===== src/rtl/adder_arb_pkg.sv =====
// Shared types and defaults for the adder-sharing arbiter.
package adder_arb_pkg;
  localparam int NUM_REQ_DEF = 4;
  localparam int WIDTH_DEF   = 4;
  localparam int LAT_DEF     = 2;
  localparam int IDX_MAX_W   = 3;  // wide enough for up to 8 requesters
  localparam int IDX_W       = $clog2(NUM_REQ_DEF);

  typedef struct packed {
    logic                 vld;
    logic [IDX_MAX_W-1:0] idx;
  } tag_t;

  function automatic int idx_w(input int n);
    return (n < 2) ? 1 : $clog2(n);
  endfunction
endpackage


===== src/rtl/adder_arb_rr_pick.sv =====
// Combinational round-robin picker: first set request strictly after ptr, with wrap.
module adder_arb_rr_pick #(
  parameter int NUM_REQ = 4,
  parameter int IW      = 2
) (
  input  logic [NUM_REQ-1:0] req_i,
  input  logic [IW-1:0]      ptr_i,
  output logic [NUM_REQ-1:0] gnt_o,
  output logic [IW-1:0]      idx_o,
  output logic               any_o
);
  int c;

  // Walk offsets from farthest to nearest so the nearest requester overwrites.
  always_comb begin
    gnt_o = '0;
    idx_o = '0;
    any_o = 1'b0;
    c     = 0;
    for (int k = NUM_REQ; k >= 1; k--) begin
      c = (int'(ptr_i) + k) % NUM_REQ;
      if (req_i[IW'(c)]) begin
        gnt_o        = '0;
        gnt_o[IW'(c)] = 1'b1;
        idx_o        = IW'(c);
        any_o        = 1'b1;
      end
    end
  end
endmodule


===== src/rtl/adder_share_arb.sv =====
// Shares one external registered adder among NUM_REQ requesters, routing results back by tag.
// ADDER_ARB_FIXED_PRIO_EN selects fixed lowest-index priority instead of round-robin.
module adder_share_arb
  import adder_arb_pkg::*;
#(
  parameter int NUM_REQ = NUM_REQ_DEF,
  parameter int WIDTH   = WIDTH_DEF,
  parameter int LAT     = LAT_DEF
) (
  input  logic                     clk,
  input  logic                     rst,
  input  logic                     arb_en,
  input  logic [NUM_REQ-1:0]       req_valid,
  output logic [NUM_REQ-1:0]       req_ready,
  input  logic [NUM_REQ*WIDTH-1:0] req_a,
  input  logic [NUM_REQ*WIDTH-1:0] req_b,
  output logic [WIDTH-1:0]         add_a,
  output logic [WIDTH-1:0]         add_b,
  input  logic [WIDTH-1:0]         add_sum,
  input  logic                     add_carry,
  output logic [NUM_REQ-1:0]       rsp_valid,
  output logic [WIDTH-1:0]         rsp_sum,
  output logic                     rsp_carry,
  output logic                     busy
);
  localparam int IW = idx_w(NUM_REQ);

  logic [NUM_REQ-1:0] req_m, gnt;
  logic [IW-1:0]      win;
  logic               any;

  assign req_m = req_valid & {NUM_REQ{arb_en}};

`ifdef ADDER_ARB_FIXED_PRIO_EN
  always_comb begin
    gnt = '0;
    win = '0;
    any = 1'b0;
    for (int i = NUM_REQ - 1; i >= 0; i--) begin
      if (req_m[i]) begin
        gnt    = '0;
        gnt[i] = 1'b1;
        win    = IW'(i);
        any    = 1'b1;
      end
    end
  end
`else
  logic [IW-1:0] ptr_q, ptr_d;

  adder_arb_rr_pick #(.NUM_REQ(NUM_REQ), .IW(IW)) u_pick (
    .req_i (req_m),
    .ptr_i (ptr_q),
    .gnt_o (gnt),
    .idx_o (win),
    .any_o (any)
  );

  assign ptr_d = any ? win : ptr_q;

  // Reset to the last index so requester 0 wins first.
  always_ff @(posedge clk or posedge rst) begin
    if (rst) ptr_q <= IW'(NUM_REQ - 1);
    else     ptr_q <= ptr_d;
  end
`endif

  assign req_ready = gnt;

  logic [NUM_REQ-1:0][WIDTH-1:0] a_m, b_m;
  for (genvar i = 0; i < NUM_REQ; i++) begin : g_mux
    assign a_m[i] = gnt[i] ? req_a[i*WIDTH +: WIDTH] : '0;
    assign b_m[i] = gnt[i] ? req_b[i*WIDTH +: WIDTH] : '0;
  end

  always_comb begin
    add_a = '0;
    add_b = '0;
    for (int i = 0; i < NUM_REQ; i++) begin
      add_a = add_a | a_m[i];
      add_b = add_b | b_m[i];
    end
  end

  tag_t tag_q [LAT];
  tag_t tag_d;

  assign tag_d = '{vld: any, idx: IDX_MAX_W'(win)};

  always_ff @(posedge clk or posedge rst) begin
    if (rst) begin
      for (int s = 0; s < LAT; s++) tag_q[s] <= '0;
    end else begin
      tag_q[0] <= tag_d;
      for (int s = 1; s < LAT; s++) tag_q[s] <= tag_q[s-1];
    end
  end

  for (genvar i = 0; i < NUM_REQ; i++) begin : g_rsp
    assign rsp_valid[i] = tag_q[LAT-1].vld && (tag_q[LAT-1].idx == IDX_MAX_W'(i));
  end

  assign rsp_sum   = (|rsp_valid) ? add_sum   : '0;
  assign rsp_carry = (|rsp_valid) ? add_carry : 1'b0;

  always_comb begin
    busy = 1'b0;
    for (int s = 0; s < LAT; s++) busy = busy | tag_q[s].vld;
  end
endmodule


===== config.mk =====
export PLATFORM = sky130hd
export DESIGN_NAME = adder_share_arb
export DESIGN_NICKNAME = d
export VERILOG_FILES = /design/src/rtl/adder_arb_pkg.sv /design/src/rtl/adder_arb_rr_pick.sv /design/src/rtl/adder_share_arb.sv
export SDC_FILE = /design/constraint.sdc
export NUM_CORES = 1
export LEC_CHECK = 0
export CORE_MARGIN = 2
export CORE_UTILIZATION = 25
export DETAILED_ROUTE_END_ITERATION = 10
export MAX_ROUTING_LAYER = met4
export PLACE_DENSITY_LB_ADDON = 0.08
export SYNTH_ARGS = -nofsm -noshare
export SYNTH_HDL_FRONTEND = slang
export SYNTH_SLANG_ARGS = --single-unit

===== constraint.sdc =====
create_clock -name clk -period 5.86 [get_ports clk]
set_input_delay 0.586 -clock clk [delete_from_list [all_inputs] [get_ports clk]]
set_output_delay 0.586 -clock clk [all_outputs]
set_load 0.02 [all_outputs]

### Word-level counts from Yosys, hierarchy flattened

Cells that the tools add are included.

* register bits after elaboration: 8
* input bits: 44
* output and inout bits: 22
* word-level logic and storage cells: 80

* $add $sub $neg: 4
* order comparisons: 8
* eq/ne operators: 3
* muxes and demuxes: 42
* bitwise logic cells: 8
* reduce and logical (&&, ||, !) cells: 10

Operators with widths (number)
* $mux 4: 13
* $or 4x4->4: 6
* $mux 1: 17
* $lt 2x4->1 const B: 4
* $bmux 1 s2: 4
* $demux 1 s2: 4
* $ge 2x1->1 const B: 4
* $logic_and 1x1->1: 8
* $mux 2: 4
* $add 2x1->2 const B: 2
* $add 2x2->2 const B: 2
* $and 4x4->4: 1
* $eq 2x2->1 const B: 2
* $reduce_or 4->1: 1
* $logic_not 3->1: 1
* $eq 2x1->1 const B: 1
* $or 1x1->1: 1

### Logic depth before layout (Yosys ltp)

* depth after elaboration: 13
* mapped depth: 10

### Modules after synthesis

From an unflattened synthesis, not the netlist that was laid out.

* cells, all modules: 123
* area, all modules: 1071.0 µm²

Modules (own cells, without submodules)
* adder_arb_rr_pick: instances 1, cells each 69, area an instance 553.0 µm², sequential area each 0.0 µm²
* adder_share_arb: instances 1, cells each 54, area an instance 518.0 µm², sequential area each 202.7 µm²

### Worst setup path after synthesis

No wires, ideal clock.

* kind: register to output
* start: register ptr_q[0]
* end: output add_a[0]
* arrival time: 2622 ps
* path slack: 2652 ps
* cell stages (with the launch flop): 11
* path through: dfstp_2 buf_6 inv_1 ha_1 nand2b_1 o22ai_2 buf_6 nor3b_2 a221oi_4 a22oi_1 o221ai_1

* longest elaborated chain between the ends: 13
* elaborated cells between the ends (all ways): 47
* those cells by class: add/sub: 4; order compare: 8; mux: 28; bitwise: 3; reduce/logical: 4

Ends and longest elaborated chain
* start: declaration: RTL line adder_share_arb.sv:49 `logic [IW-1:0] ptr_q, ptr_d;`
* start signal: assignment: RTL line adder_share_arb.sv:63 `if (rst) ptr_q <= IW'(NUM_REQ - 1);`
* start signal: assignment: RTL line adder_share_arb.sv:64 `else ptr_q <= ptr_d;`
* $add 2x1->2: RTL line adder_arb_rr_pick.sv:21 `c = (int'(ptr_i) + k) % NUM_REQ;`
* $lt 2x4->1 (not written as such) or $ge 2x1->1 (tied branches): RTL line adder_arb_rr_pick.sv:24 `gnt_o[IW'(c)] = 1'b1;`
* $logic_and 1x1->1 (not written as such): RTL line adder_arb_rr_pick.sv:24
* $mux 1 (not written as such): RTL line adder_arb_rr_pick.sv:24
* $demux 1 s2
* $mux 4 (3 in series): RTL line adder_arb_rr_pick.sv:22 `if (req_i[IW'(c)]) begin`
* $mux 4 (*): RTL line adder_arb_rr_pick.sv:22
* net req_ready[0]: RTL line adder_share_arb.sv:14 `output logic [NUM_REQ-1:0] req_ready,`
* $mux 4 (*): RTL line adder_share_arb.sv:72 `assign a_m[i] = gnt[i] ? req_a[i*WIDTH +: WIDTH] : '0;`
* $or 4x4->4 (*) (3 in series): RTL line adder_share_arb.sv:80 `add_a = add_a | a_m[i];`
* end: declaration: RTL line adder_share_arb.sv:17 `output logic [WIDTH-1:0] add_a,`

Mark *: on every way through the listed nets, which the timed path passes. The rest lies on a longest branch. The select of a mux whose other input is x is not followed.

### Worst setup path in the final report

* start: register ptr_q[0]
* end: output add_b[0]

* longest elaborated chain between the ends: 13
* elaborated cells between the ends (all ways): 47
* those cells by class: add/sub: 4; order compare: 8; mux: 28; bitwise: 3; reduce/logical: 4

Ends and longest elaborated chain
* $add 2x1->2: RTL line adder_arb_rr_pick.sv:21
* $lt 2x4->1 (not written as such) or $ge 2x1->1 (tied branches): RTL line adder_arb_rr_pick.sv:24
* $logic_and 1x1->1 (not written as such): RTL line adder_arb_rr_pick.sv:24
* $mux 1 (not written as such): RTL line adder_arb_rr_pick.sv:24
* $demux 1 s2
* $mux 4 (3 in series): RTL line adder_arb_rr_pick.sv:22
* $mux 4 (*): RTL line adder_arb_rr_pick.sv:22
* $mux 4: RTL line adder_share_arb.sv:73 `assign b_m[i] = gnt[i] ? req_b[i*WIDTH +: WIDTH] : '0;`
* $or 4x4->4 (2 in series): RTL line adder_share_arb.sv:81 `add_b = add_b | b_m[i];`
* $or 4x4->4 (*): RTL line adder_share_arb.sv:81
* end: declaration: RTL line adder_share_arb.sv:18 `output logic [WIDTH-1:0] add_b,`

Every way passes the cells marked *; elsewhere a longest branch is shown, timed or not. The select of a mux whose other input is x is not followed.

==> qor.yml <==
die_w_um: 69.76
relSlewSlack: 0.5038
cts_setup_buffers: 0
drv_slew: 0
final_common_cell: "clkdlybuf4s50_1"
cts_buffers: 3
power.total_mw: 1.118
hold_ws_ns: 0.3435
chipHeight_um: 69.76
drc: 0
grt-ovfl-total: 0
power_leakage_nw: 0.7650
start_util: 0.2645
grt_use_total: 0.1334
hold_class: "reg2reg"
yosysSeqAreaShare: 0.1875
synthCells: 126
nFillCells: 394
drt-pass1-iter-count: 4
placementRows: 23
design_area_um2: 1817
cts_htree_levels: 1
fin_util: 0.4446
yosys.cell_types.count: 39
synth-async-reset-ratio: 1.000
startpoint_type: "flop"
via_count: 1187
syn_to_final_growth_pct: 68.06
hold_violations: 0
synth_top_cell_by_area: "dfrtp_1"
wl_per_cell_um: 13.13
slowest_stage: "dfstp_2"
place_area_um2: 1772
grt_start_max_net_pins: 14
path_clk_slew_ns: 0.04
ctsHoldBuffers: 0
cp-end-kind: "output port"
setup_slack_ns: 1.396
drv_cap: 0
ctsResizeCount: 0
gp_congestion: 0.8242
critPathKind: "reg2out"
status: "finished clean"
hpwl_um: 2646
setup_viol: 0
wl_um: 3191
avgSynthCellArea_um2: 8.580
max_stage_delay_ns: 0.72
grt_pass1_wl_um: 5209
yosys_warnings: 0
port_buffers: 65
synth.area.top_cells: "dfrtp_1 14%, inv_1 8.7%, ha_1 8.1%, o221ai_1 6.5%, a22oi_1 5.6%"
synth_nets: 177
layout.cells.non_filler: 243
cts_tree: "built"
placedCellCount: 239
drt_iter0_drc: 57
clockRootBuffer: "clkbuf_8"
crit_arrival_ns: 3.88
synth_edf_count: 0
final_cell_mix: "65 x clkdlybuf4s50_1, 25 x inv_1, 9 x nand2_1, 8 x a22oi_1, 8 x o221ai_1"
vdd_drop_max_v: 0.0003009
period_needed_ns: 4.464
antenna_found_initial: 0
cts_sinks: 8
grt_pass1_vias: 1143
viasPerCell: 4.885
worst-path-max-fanout: 13
boundaryPins: 66
final_net_count: 245
worst_clock_skew_ns: 0.003740
power.density_nw_per_um2: 615.3
diodes: 0
synth.top_cell.area_share: 0.1389
regToRegSetupSlack_ns: 3.05
yosys_most_used_dff: "dfrtp_1"
clkLatencyLatePin_ns: 0.23
pre_cts_ws_ns: 1.654
drive_gt1_frac: 0.1192
fmax_ghz: 0.2240
cp_cell_sequence: "inv_1 -> ha_1 -> nand2b_1 -> o22ai_2 -> a211oi_2 -> a221oi_4 -> a22oi_1 -> o221ai_1 -> clkdlybuf4s50_1"
postRouteAntennaNets: 0
critPathRequiredTime_ns: 5.27
netlist_area_um2: 1081
timing.final.crit_share: 0.7617
finalSetupTns_ns: 0
cts_buffer_depth: 2
core-area_um2: 4086
tightest_slew_ns: 0.7443
die_area_um2: 4866
synth_seq_cells: 8
rsz0062_at_grt: "false"
## flip-flops by register name, summed over array words and instances, names as in the netlist
signal and flops:
ptr_q 2, tag_q 6
## synth_stat cells (2+ instances only)
library cell,instances
a22oi_2,2
o21ai_0,4
a21oi_1,4
nand3_1,2
a211oi_2,2
and2_1,6
o22ai_2,2
dfstp_2,2
a21o_1,2
nand2b_1,2
ha_1,7
nor3b_2,2
dfrtp_1,6
inv_1,25
o221ai_1,8
a221o_1,2
a221oi_4,2
mux2i_1,2
buf_6,2
nor2b_1,2
nand2_1,9
mux2_2,2
nor2_1,6
a22oi_1,8
## worst max-delay path, delay by kind of cell, from the launching register on
family          cells  cell delay, ns
compound gates      5            1.49
buf+inv             2            0.83
fa+ha+maj           1            0.35
flops               1            0.72
simple gates        1            0.24
## kinds of logic (layout without fill, tap and decap cells)
logic type | after synthesis | after routing | synth area share
AOI/OAI and AO/OA | 43 | 43 | 0.3738
adders and majority gates | 7 | 7 | 0.08101
buffers and inverters | 27 | 94 | 0.1076
DFF | 8 | 8 | 0.1875
muxes | 6 | 6 | 0.07291
and+or+nand+nor | 35 | 35 | 0.1771
## area by class of cell
| class | count | area (um^2) | area share |
|---|---|---|---|
| inverters | 25 | 93.84 | 0.05165 |
| well taps | 50 | 62.56 | 0.03444 |
| flip-flops and latches | 8 | 202.7 | 0.1116 |
| clock buffers | 4 | 45.04 | 0.02479 |
| repair buffers | 65 | 650.6 | 0.3581 |
| multi-input cells | 91 | 762.0 | 0.4194 |
## report_power, final
| group | switching (mW) | total [mW] | internal [mW] |
|---|---|---|---|
| combinational | 0.490 | 0.917 | 0.427 |
| clock | 0.0211 | 0.0682 | 0.0471 |
| sequential | 0.0446 | 0.133 | 0.0885 |
## worst paths after layout
kind / startpoint / endpoint / depth (start not counted)
max reg2reg: ptr_q[0]$_DFFE_PP1P_ / ptr_q[0]$_DFFE_PP1P_ / 8
max in group asynchronous: rst / ptr_q[0]$_DFFE_PP1P_ / 2
min in group asynchronous: rst / tag_q[7]$_DFF_PP0_ / 2
min: tag_q[5]$_DFF_PP0_ / tag_q[1]$_DFF_PP0_ / 0
max: ptr_q[0]$_DFFE_PP1P_ / add_b[0] / 9
min reg2reg: tag_q[5]$_DFF_PP0_ / tag_q[1]$_DFF_PP0_ / 0
## routing by layer
layer | part of all wire | track usage | wire length [um]
met3 | 0.060 | 0.01890 | 191
met4 | 0.012 | 0.03632 | 38
met2 | 0.53 | 0.2392 | 1701
met1 | 0.39 | 0.1547 | 1260
met5 | 0 | - | 0
Power figures use the tool's default switching activity.
